[config.mk]
export PLATFORM = sky130hd
export DESIGN_NAME = geq_serial
export DESIGN_NICKNAME = d
export VERILOG_FILES = /design/src/rtl/geq_serial_pkg.sv /design/src/rtl/geq_step.sv /design/src/rtl/geq_serial.sv
export SDC_FILE = /design/constraint.sdc
export NUM_CORES = 1
export LEC_CHECK = 0
export CELL_PAD_IN_SITES_DETAIL_PLACEMENT = 1
export CELL_PAD_IN_SITES_GLOBAL_PLACEMENT = 1
export CORE_MARGIN = 5
export CORE_UTILIZATION = 42
export CTS_CLUSTER_DIAMETER = 80
export DETAILED_ROUTE_END_ITERATION = 10
export PLACE_DENSITY = 0.91
export SLEW_MARGIN = 20
export SYNTH_ARGS = -nofsm -noshare
export SYNTH_HDL_FRONTEND = slang
export SYNTH_SLANG_ARGS = --single-unit
[constraint.sdc]
create_clock -name clk -period 4.7 [get_ports clk]
set_clock_uncertainty 0.2 [all_clocks]
set_input_delay 1.41 -clock clk [delete_from_list [all_inputs] [get_ports clk]]
set_output_delay 1.41 -clock clk [all_outputs]
set_load 0.02 [all_outputs]
[src/rtl/geq_serial_pkg.sv]
// Shared definitions for the bit-serial signed >= comparator.
package geq_serial_pkg;

    localparam int unsigned GEQ_WIDTH = 6;

    typedef enum logic [1:0] {
        IDLE  = 2'd0,
        SHIFT = 2'd1,
        DONE  = 2'd2
    } state_e;

endpackage

[src/rtl/geq_step.sv]
// One-bit LSB-first update of the running greater-than / equal flags.
module geq_step (
    input  logic a,
    input  logic b,
    input  logic gt_in,
    input  logic eq_in,
    input  logic is_sign,
    output logic gt_out,
    output logic eq_out
);

    logic same;

    assign same = a ~^ b;

    // On the sign bit a set A bit means negative, so the winner flips.
    assign gt_out = (is_sign ? (~a & b) : (a & ~b)) | (same & gt_in);
    assign eq_out = eq_in & same;

endmodule

[src/rtl/geq_serial.sv]
// Bit-serial two's-complement A>=B / A==B comparator, operands streamed LSB first.
module geq_serial
    import geq_serial_pkg::*;
#(
    parameter int unsigned WIDTH = GEQ_WIDTH
) (
    input  logic             clk,
    input  logic             reset_n,
    input  logic             start,
    input  logic             bit_valid,
    input  logic             a_bit,
    input  logic             b_bit,
    output logic             bit_ready,
    output logic             busy,
    output logic             done,
    output logic             geq,
    output logic             eq,
    output logic [WIDTH-1:0] a_word,
    output logic [WIDTH-1:0] b_word
);

    localparam int unsigned CNT_W = $clog2(WIDTH);

    state_e             state_q, state_d;
    logic [CNT_W-1:0]   cnt_q, cnt_d;
    logic               gt_run_q, gt_run_d;
    logic               eq_run_q, eq_run_d;
    logic               geq_q, geq_d;
    logic               eq_q, eq_d;
    logic [WIDTH-1:0]   a_word_q, a_word_d;
    logic [WIDTH-1:0]   b_word_q, b_word_d;
    logic               bit_ready_q, busy_q, done_q;

    logic               is_sign;
    logic               gt_step, eq_step;

    assign is_sign = (cnt_q == CNT_W'(WIDTH - 1));

    geq_step u_step (
        .a       (a_bit),
        .b       (b_bit),
        .gt_in   (gt_run_q),
        .eq_in   (eq_run_q),
        .is_sign (is_sign),
        .gt_out  (gt_step),
        .eq_out  (eq_step)
    );

    // Next-state, counter, running flags and operand assembly.
    always_comb begin
        state_d  = state_q;
        cnt_d    = cnt_q;
        gt_run_d = gt_run_q;
        eq_run_d = eq_run_q;
        geq_d    = geq_q;
        eq_d     = eq_q;
        a_word_d = a_word_q;
        b_word_d = b_word_q;

        unique case (state_q)
            IDLE: begin
                if (start) begin
                    state_d  = SHIFT;
                    cnt_d    = '0;
                    gt_run_d = 1'b0;
                    eq_run_d = 1'b1;
                    geq_d    = 1'b0;
                    eq_d     = 1'b0;
                    a_word_d = '0;
                    b_word_d = '0;
                end
            end
            SHIFT: begin
                if (bit_valid) begin
                    a_word_d[cnt_q] = a_bit;
                    b_word_d[cnt_q] = b_bit;
                    gt_run_d        = gt_step;
                    eq_run_d        = eq_step;
                    if (is_sign) begin
                        state_d = DONE;
                        geq_d   = gt_step | eq_step;
                        eq_d    = eq_step;
                    end else begin
                        cnt_d = cnt_q + CNT_W'(1);
                    end
                end
            end
            DONE: begin
                state_d = IDLE;
            end
            default: begin
                state_d = IDLE;
            end
        endcase
    end

    // State and registered outputs; handshake/status flags decode the next state.
    always_ff @(posedge clk or negedge reset_n) begin
        if (!reset_n) begin
            state_q     <= IDLE;
            cnt_q       <= '0;
            gt_run_q    <= 1'b0;
            eq_run_q    <= 1'b0;
            geq_q       <= 1'b0;
            eq_q        <= 1'b0;
            a_word_q    <= '0;
            b_word_q    <= '0;
            bit_ready_q <= 1'b0;
            busy_q      <= 1'b0;
            done_q      <= 1'b0;
        end else begin
            state_q     <= state_d;
            cnt_q       <= cnt_d;
            gt_run_q    <= gt_run_d;
            eq_run_q    <= eq_run_d;
            geq_q       <= geq_d;
            eq_q        <= eq_d;
            a_word_q    <= a_word_d;
            b_word_q    <= b_word_d;
            bit_ready_q <= (state_d == SHIFT);
            busy_q      <= (state_d == SHIFT) || (state_d == DONE);
            done_q      <= (state_d == DONE);
        end
    end

    assign bit_ready = bit_ready_q;
    assign busy      = busy_q;
    assign done      = done_q;
    assign geq       = geq_q;
    assign eq        = eq_q;
    assign a_word    = a_word_q;
    assign b_word    = b_word_q;

endmodule
==> results.md, run 1 <==
- Outcome: finished, final reports clean
- Total I/O pin count: 23
- IO Port Bufs: 22
- Final worst setup slack: 1.62 ns
- Layout cell share with drive strength beyond 1: 0.0902
- DRT antenna net count: 0
- Number of synthesized flops with an enable pin: 0
- Metal2 WL: 1.42 mm
- Crit end category: register
- CTS sink cnt: 24
- Post-Syn Nets: 128
- Synth cell count leaders: 24 x dfrtp_1, 20 x inv_1, 13 x o22ai_1, 6 x ha_1, 4 x a211oi_2
- Diode count: 0
- Hold slack final: 0.324 ns
- WL final: between 2 and 3 mm
- Final global-route overflow total: 0
- H-tree depth: 1
- Core footprint: 2780 um2
- Routed metal-1 wirelength: 1.19 mm
- Post-CTS Setup Bufs: 0
- Clock tree from TritonCTS: yes
- DRC Markers: 0
- Crit share post-route: 0.655
- Initial DRT Pass Iterations: 4
- Critical path's slowest cell: mux2i_2
- Min Tclk post-route: around 3 ns
- Worst min path class: reg2reg
- Synth Area per Inst: 10.6 um2
- Fillers: approximately 320
- Hold depth: 2
- Root buffer cell: clkbuf_4
- WS Path Type: in2reg
- FP Rows: 19
- Area contributors post-synth: dfrtp_1 49%, o22ai_1 6.6%, ha_1 6.1%
- CTS clk-pin slew, worst paths: 0.13 ns
- FF+latch count, synth: 24
- Relative slew slack: 0.470
- Worst-path cell chain: clkdlybuf4s50_1, mux2i_2, nor3_1, a32o_1
- WP data required: 4.72 ns
- Tot Pwr: 0.958 mW
- Starting density of the core: 0.443
- Number of global-route vias before repair: 1,016
- Dpl hpwl: 1.92 mm
- Worst-Skew Late Latency: 0.32 ns
- Fin. Hold Viols: 0
- Cells after Synth: 116
- Leakage: 0.644 nW
- Multi-input gate area: 495 um2
- CP Launch Type: input pin
- Die X: 64.2 um
- Initial antenna violation count: 0
- Worst slew pin tran: roughly 0.78 ns
- Unrepaired setup endpoints after global routing: no
- CTS buffer count: 3
- Worst slack at placement: 1.28 ns
- Storage cell area: 601 um2
- Top-count cell post-synth: dfrtp_1
- Max Used Layer: met4
- Vias: 933
- Area growth syn-to-layout: 18.6%
- Met3 WL post-DR: 72 um
- Pin count of the biggest net entering global routing: 25
- Mapped Area: 1230 um2
- Drt wl/cell: 16.7 um
- Setup TNS: 0 ns
- Via density: approximately 5.7
- Cell variety after synth: 35
- Max Cap Violations: 0
- Violation count after the first detailed-route iteration: 21
- Post-layout nets: between 100 and 150
- Seq/Total Area, Yosys: 0.487
- Post-synth top flop: dfrtp_1
- CP peak stage delay: around 0.68 ns
- Pwr Density: 656 nW/um2
- CTS Hold Bufs: 0
- Cts repair resizes: 0
- Post-synth top area share: 0.487
- Total track usage: 0.144
- Critical Path AT: 3.10 ns
- Slew Limit Fails: 0
- Async set-reset flop share out of synthesis: 1.00
- DIE AREA: between 4000 and 5000 um2
- Max Fclk: 0.325 GHz
- Setup violations, final: 0
- Critical path peak fanout: 12
- Ys Warns: 0
- Die Ht: roughly 64 um
- RD Place Congestion: 0.749
- Yosys top cell by area: dfrtp_1
- R2R depth: 3
- CTS Buffer Depth: 2
- First-pass GRT wire length: 4.77 mm
- Peak VDD IR: between 0.3 and 0.4 mV
==> where the power goes <==
group	leakage (nW)	total (mW)	switching, mW	internal [mW]
logic	0.317	0.469	0.242	0.227
clock network	0.0210	0.110	0.0630	0.0474
registers	0.306	0.379	0.0930	0.286
total	0.644	0.958	0.398	0.561
==> sequential cells by signal (all words and copies together), names as in the netlist <==
signal,count
eq_run_q,1
a_word,6
geq,1
done,1
state_q,2
gt_run_q,1
busy,1
b_word,6
bit_ready,1
cnt_q,3
eq,1
==> worst max-delay path: cells and delay by family <==
family	cells	cell delay, ns
and+or+nand+nor	1	0.15
buffers and inverters	1	0.54
muxes	1	0.68
AOI/OAI and AO/OA	1	0.31
==> kinds of logic (layout without fill, tap and decap cells) <==
group / after synthesis / after routing / synth area share
AO/OA/AOI/OAI: 31 / 31 / 0.197
multiplexers: 2 / 2 / 0.0233
adder cells (fa/ha/maj): 6 / 6 / 0.0609
buffers and inverters: 29 / 46 / 0.111
flip-flops: 24 / 24 / 0.487
AND/OR/NAND/NOR: 24 / 24 / 0.121
==> path summary, 6_finish.rpt <==
kind / start / to / slack (ns)
worst max-delay path: bit_valid / cnt_q[1] / 1.62
worst min-delay path: a_word[0] / a_word[0] / 0.32
worst min register to register: a_word[0] / a_word[0] / 0.32
max in group asynchronous: reset_n / state_q[0] / 3.08
min in group asynchronous: reset_n / gt_run_q / 0.86
worst max register to register: state_q[0] / cnt_q[1] / 2.44
==> metrics by stage <==
| step | utilization | cells | cell area (um2) |
|---|---|---|---|
| after floorplan | - | 116 | 1230 |
| after global placement | 0.514 | 160 | 1430 |
| after detailed placement | 0.514 | 160 | 1430 |
| after CTS | 0.527 | 164 | 1470 |
| after global routing | 0.525 | 164 | 1460 |
| final | 0.525 | 164 | 1460 |
==> metal layers <==
layer  global-route usage  vias up
met3               0.0210        5
met5                    0        -
met4               0.0611        0
met1                0.175      473
met2                0.253       15
li1                     -      440
==> cell type report <==
cell class                 instances  area share
sequential                        24       0.411
tap                               31      0.0265
timing repair buffer              22       0.147
clock buffer                       4      0.0248
inverter                          20      0.0514
multi-input combinational         63       0.339
==> layout by cell type (no fill, tap or decap), types with 3 or more instances in the layout <==
cell type	netlist	layout
clkdlybuf4s50_1	0	21
nand3b_1	3	3
ha_1	6	6
dfrtp_1	24	24
or3b_1	3	3
clkbuf_4	0	3
a211oi_2	4	4
inv_1	20	20
nand3_1	3	3
o22ai_1	13	13
(Power assumes the default switching activity.)
==> run 2: changes to the inputs <==
--- a/config.mk
+++ b/config.mk
@@ -8,10 +8,10 @@
 export CELL_PAD_IN_SITES_DETAIL_PLACEMENT = 1
 export CELL_PAD_IN_SITES_GLOBAL_PLACEMENT = 1
 export CORE_MARGIN = 5
-export CORE_UTILIZATION = 42
+export CORE_UTILIZATION = 39
 export CTS_CLUSTER_DIAMETER = 80
 export DETAILED_ROUTE_END_ITERATION = 10
-export PLACE_DENSITY = 0.91
+export PLACE_DENSITY = 0.86
 export SLEW_MARGIN = 20
 export SYNTH_ARGS = -nofsm -noshare
 export SYNTH_HDL_FRONTEND = slang
==> constraint.sdc (replaced) <==
create_clock -name clk -period 3.15 [get_ports clk]
set_clock_uncertainty 0.2 [all_clocks]
set_input_delay 0.945 -clock clk [delete_from_list [all_inputs] [get_ports clk]]
set_output_delay 0.945 -clock clk [all_outputs]
set_load 0.02 [all_outputs]
==> run 2 against run 1 <==
  * Die area is 6.5% higher
  * Via count is 1.6% lower
  * Sequential share of layout area is 0.42 points lower
  * Flip-flop and latch count stayed put
  * Combinational power is 49% higher
  * Sequential power is 49% higher
  * Utilization is 4.2 points lower
  * Worst hold slack better by 0.0030 ns
  * Routed wire length is 0.55% lower
  * Critical path type unchanged
==> results.md, run 2 (synthesized netlist as in run 1, its figures left out) <==
- Total I/O pin count: 23 (unchanged)
- Hold depth: 1 (-1)
- Unrepaired setup endpoints after global routing: no
- Post-CTS Setup Bufs: 0 (unchanged)
- Die Ht: 66.2 um (+3.2%)
- CTS clk-pin slew, worst paths: 0.13 ns (about the same)
- Violation count after the first detailed-route iteration: 22 (+4.8%)
- FF-to-FF End: cnt_q[1]
- WL final: 2.72 mm (-0.55%)
- Clock tree from TritonCTS: yes
- Max Fclk: between 0.3 and 0.4 GHz
- Hold EP: gt_run_q
- Setup TNS: 0 ns (unchanged)
- Starting density of the core: 0.404 (-0.0394)
- Slew Limit Fails: 0 (unchanged)
- Worst setup path startpoint: bit_valid
- Core footprint: 3050 um2 (+9.8%)
- Worst slack at placement: 0.233 ns (-1.05 ns)
- CTS buffer count: 3 (unchanged)
- CTS Buffer Depth: 2 (unchanged)
- Via density: 5.19 (-8.8%)
- Diode count: 0 (unchanged)
- DIE AREA: 4380 um2 (+6.5%)
- CTS Hold Bufs: 0 (unchanged)
- Peak VDD IR: 0.328 mV (-7.8%)
- H-tree depth: 1 (unchanged)
- Relative slew slack: 0.482 (+0.0124)
- Layout cell share with drive strength beyond 1: 0.0827 (-0.00752)
- Final Cell Area: 1480 um2 (+1.0%)
- First-pass GRT wire length: 4.75 mm (-0.27%)
- Worst min-delay path startpoint: gt_run_q
- Leakage: 0.642 nW (-0.37%)
- Outcome: finished, final reports clean
- Final worst setup slack: 0.543 ns (-1.08 ns)
- FP Rows: 20 (+1)
- Setup violations, final: 0 (unchanged)
- CTS sink cnt: 24 (unchanged)
- Final global-route overflow total: 0 (unchanged)
- Pwr Density: 945 nW/um2 (+44%)
- Root buffer cell: clkbuf_4
- R2R depth: 3 (unchanged)
- RD Place Congestion: 0.761 (+1.7%)
- Max Cap Violations: 0 (unchanged)
- IO Port Bufs: 22 (unchanged)
- Crit share post-route: 0.828
- Layout Cells excl Fill: 177 (+7.9%)
- Critical Path AT: 2.61 ns (-0.49 ns)
- Worst slew pin tran: 0.761 ns (-0.0182 ns)
- Area growth syn-to-layout: 19.8%
- Min Tclk post-route: about 2.6 ns
- Reg2reg setup slack: 0.93 ns (-1.51 ns)
- Dpl hpwl: 2.01 mm (+4.9%)
- Tot Pwr: 1.40 mW (+46%)
- Crit end category: register
- Initial antenna violation count: 0 (unchanged)
- Post-layout nets: 147 (+0.68%)
- Worst-Skew Late Latency: 0.31 ns (about the same)
- Reg2Reg Launch Point: state_q[0]
- Final core occ: 0.484 (-0.0418)
- DRT antenna net count: 0 (unchanged)
- Fin. Hold Viols: 0 (unchanged)
- Drt wl/cell: 15.4 um (-7.9%)
- Number of global-route vias before repair: 1,019 (+0.30%)
- CP peak stage delay: 0.68 ns (about the same)
- Pin count of the biggest net entering global routing: 25 (unchanged)
- DRC Markers: 0 (unchanged)
- WS Path Type: in2reg
- Critical path peak fanout: 12 (unchanged)
- Most frequent cells in the layout: 24 x dfrtp_1, 22 x clkdlybuf4s50_1, 20 x inv_1
- Worst min path class: reg2reg
- Worst-path cell chain: clkdlybuf4s50_1, mux2i_2, nor3_1, a32o_1
- Hold slack final: 0.327 ns (+0.00296 ns)
- Most common cell after layout, fill and taps aside: dfrtp_1
- CP Launch Type: input pin
- Vias: 918 (-1.6%)
- Die X: 66.2 um (+3.2%)
- Initial DRT Pass Iterations: 3 (-1)
- WP data required: 3.15 ns (-1.57 ns)
- Critical path's slowest cell: mux2i_2
- # placed instances: 174 (+8.8%)
- Placed cell area: 1450 um2 (+1.7%)
- Total track usage: 0.142 (-0.00206)
- Cts repair resizes: 0 (unchanged)
run 2: cell count changes in the layout (fill, tap and decap cells not counted), sizes merged:
cell           previous run  this run
clkbuf                    4         3
clkdlybuf4s50            21        22
run 2: area by class of cell:
cell class / count / area, um2
flip-flops and latches: 24 / 601
repair buffers: 23 / 228
inverters: 20 / 75.1
multi-input cells: 63 / 495
clock buffers: 3 / 22.5
well taps: 44 / 55.1
fillers: 356 / 1580
run 2: worst max-delay path, delay by kind of cell:
kind | cells | cell delay (ns)
multiplexers | 1 | 0.68
buffers and inverters | 1 | 0.56
AO/OA/AOI/OAI | 1 | 0.30
AND/OR/NAND/NOR | 1 | 0.13
run 2: where the power goes:
part           total [mW]  internal [mW]  switching (mW)
sequential          0.564          0.427           0.137
combinational       0.699          0.339           0.360
clock               0.133         0.0447          0.0879
run 2: worst max-delay path by stage:
stage | end | depth (start not counted)
global placement | cnt_q[1] | 4
global route | cnt_q[1] | 4
CTS | cnt_q[1] | 4
detailed placement | cnt_q[1] | 4
finish | cnt_q[1] | 4
floorplan | busy | 5
run 2: layer usage:
metal,vias to the layer above,routed length [um],global-route usage,part of all wire
met2,16,1440,0.259,0.53
met5,-,0,0,0
li1,440,-,-,-
met3,4,105,0.0289,0.039
met1,458,1130,0.160,0.42
met4,0,43,0.0558,0.016
==> run 3: changes to the inputs <==
==> constraint.sdc (replaced) <==
create_clock -name clk -period 2.6 [get_ports clk]
set_clock_uncertainty 0.2 [all_clocks]
set_input_delay 0.78 -clock clk [delete_from_list [all_inputs] [get_ports clk]]
set_output_delay 0.78 -clock clk [all_outputs]
set_load 0.02 [all_outputs]
==> run 3 against run 2 <==
  * Worst hold slack better by 0.0050 ns
  * Largest power group unchanged
  * Non-clock buffer count increased by 4
  * Die area is the same
  * Highest routed layer unchanged
==> results.md, run 3 (synthesized netlist as in run 1, its figures left out) <==
- Outcome: finished, final reports clean
- WS Path Type: reg2out
- Tot Pwr: 1.71 mW (+23%)
- Max Fclk: 0.439 GHz
- Fillers: 356 (unchanged)
- Relative slew slack: 0.634 (+0.151)
- Diode count: 0 (unchanged)
- Core footprint: 3050 um2 (unchanged)
- Comb pwr share: 0.527 (+0.026)
- Critical path's slowest cell: clkdlybuf4s50_1
- Worst-path cell chain: clkdlybuf4s50_1
- CP Buf/Inv Count: 1 (unchanged)
- Post-CTS Setup Bufs: 0 (unchanged)
- Violation count after the first detailed-route iteration: 6 (-73%)
- RD Place Congestion: 0.853 (+12%)
- Critical Path AT: 1.30 ns (-1.31 ns)
- Final worst setup slack: 0.325 ns (-0.218 ns)
- Final core occ: 0.493 (+0.00984)
- Pwr Density: 1140 nW/um2 (+20%)
- Unrepaired setup endpoints after global routing: no
- Root buffer cell: clkbuf_4
- Most frequent cells in the layout: 24 x dfrtp_1, 22 x clkdlybuf4s50_1, 20 x inv_1
- DRT antenna net count: 0 (unchanged)
- Worst slack at placement: 0.102 ns (-0.131 ns)
- Final Cell Area: 1510 um2 (+2.0%)
- Hold slack final: 0.332 ns (+0.00502 ns)
- Initial DRT Pass Iterations: 2 (-1)
- Dpl hpwl: 2.04 mm (+1.1%)
- Layout Cells excl Fill: 181 (+2.3%)
- CTS buffer count: 3 (unchanged)
- Total track usage: 0.136 (-0.00591)
- Die Ht: 66.2 um (unchanged)
- H-tree depth: 1 (unchanged)
- Share of power burned in registers: 0.379 (-0.025)
- First-pass GRT wire length: 4.58 mm (-3.6%)
- WP data required: 1.62 ns (-1.53 ns)
- Layout cell share with drive strength beyond 1: 0.109 (+0.0268)
- IO Port Bufs: 22 (unchanged)
- P_int: 1.00 mW (+24%)
- CP delay by family, top: buffers and inverters
- Starting density of the core: 0.404 (unchanged)
- Crit share post-route: 0.875
- Setup TNS: 0 ns (unchanged)
- CP Launch Type: register
- Setup violations, final: 0 (unchanged)
- Total I/O pin count: 23 (unchanged)
- Critical path peak fanout: 2 (-10)
- Most common cell after layout, fill and taps aside: dfrtp_1
- WL final: 2.72 mm (-0.15%)
- CTS clk-pin slew, worst paths: 0.13 ns (about the same)
- Placed cell area: 1480 um2 (+2.1%)
- CTS Hold Bufs: 0 (unchanged)
- Post-layout nets: 151 (+2.7%)
- Psw: 0.708 mW (+21%)
- Initial antenna violation count: 0 (unchanged)
- Leakage: 0.661 nW (+3.0%)
- Crit end category: output port
- Fin. Hold Viols: 0 (unchanged)
- # placed instances: 178 (+2.3%)
- Slew Limit Fails: 0 (unchanged)
- Area growth syn-to-layout: 22.2%
- CTS sink cnt: 24 (unchanged)
- Via density: 5.18 (-0.19%)
- Max Cap Violations: 0 (unchanged)
- Final global-route overflow total: 0 (unchanged)
- Cts repair resizes: 0 (unchanged)
- Clock tree from TritonCTS: yes
- Number of global-route vias before repair: 992 (-2.6%)
- Clk pwr share: 0.094 (about the same)
- Pin count of the biggest net entering global routing: 25 (unchanged)
- Drt wl/cell: 15.0 um (-2.4%)
- FP Rows: 20 (unchanged)
- CP peak stage delay: 0.61 ns (-0.07 ns)
- Min Tclk post-route: 2.28 ns
- CTS Buffer Depth: 2 (unchanged)
- Worst min path class: reg2reg
- Vias: 937 (+2.1%)
- Sw Ratio: 0.414 (-0.00520)
- DRC Markers: 0 (unchanged)
- Peak VDD IR: 0.344 mV (+4.7%)
- Die X: 66.2 um (unchanged)
- Worst-Skew Late Latency: 0.31 ns (about the same)
- Worst slew pin tran: 0.539 ns (-0.222 ns)
- DIE AREA: 4380 um2 (unchanged)
- Reg2reg setup slack: 0.47 ns (-0.46 ns)
-- run 3: power by group through the flow --
stage | Clock [mW] | Combinational, mW | Sequential, mW
after floorplan | 0 | 0.523 | 0.730
after global placement | 0 | 0.873 | 0.648
after detailed placement | 0 | 0.911 | 0.659
after CTS | 0.164 | 0.913 | 0.650
after global routing | 0.176 | 0.984 | 0.672
final | 0.161 | 0.903 | 0.648
-- run 3: path summary, 6_finish.rpt --
| kind | start | endpoint | depth (start not counted) |
|---|---|---|---|
| max | b_word[0] | b_word[0] | 1 |
| min | a_word[4] | a_word[4] | 2 |
| max reg2reg | cnt_q[1] | busy | 7 |
| min reg2reg | a_word[4] | a_word[4] | 2 |
| max in group asynchronous | reset_n | state_q[0] | 2 |
| min in group asynchronous | reset_n | cnt_q[1] | 2 |
-- run 3: metal layers --
| metal | vias up | routed length, um | global-route usage |
|---|---|---|---|
| li1 | 453 | - | - |
| met1 | 470 | 1220 | 0.168 |
| met2 | 12 | 1420 | 0.238 |
| met3 | 2 | 50 | 0.0119 |
| met4 | 0 | 27 | 0.0635 |
| met5 | - | 0 | 0 |
-- run 3: cell type report --
cell class / count / area, um2 / share of cell area
Tap cell: 44 / 55.1 / 0.0365
Timing Repair Buffer: 27 / 258 / 0.171
Sequential cell: 24 / 601 / 0.399
Inverter: 20 / 75.1 / 0.0498
Multi-Input combinational cell: 63 / 495 / 0.329
Clock buffer: 3 / 22.5 / 0.0150
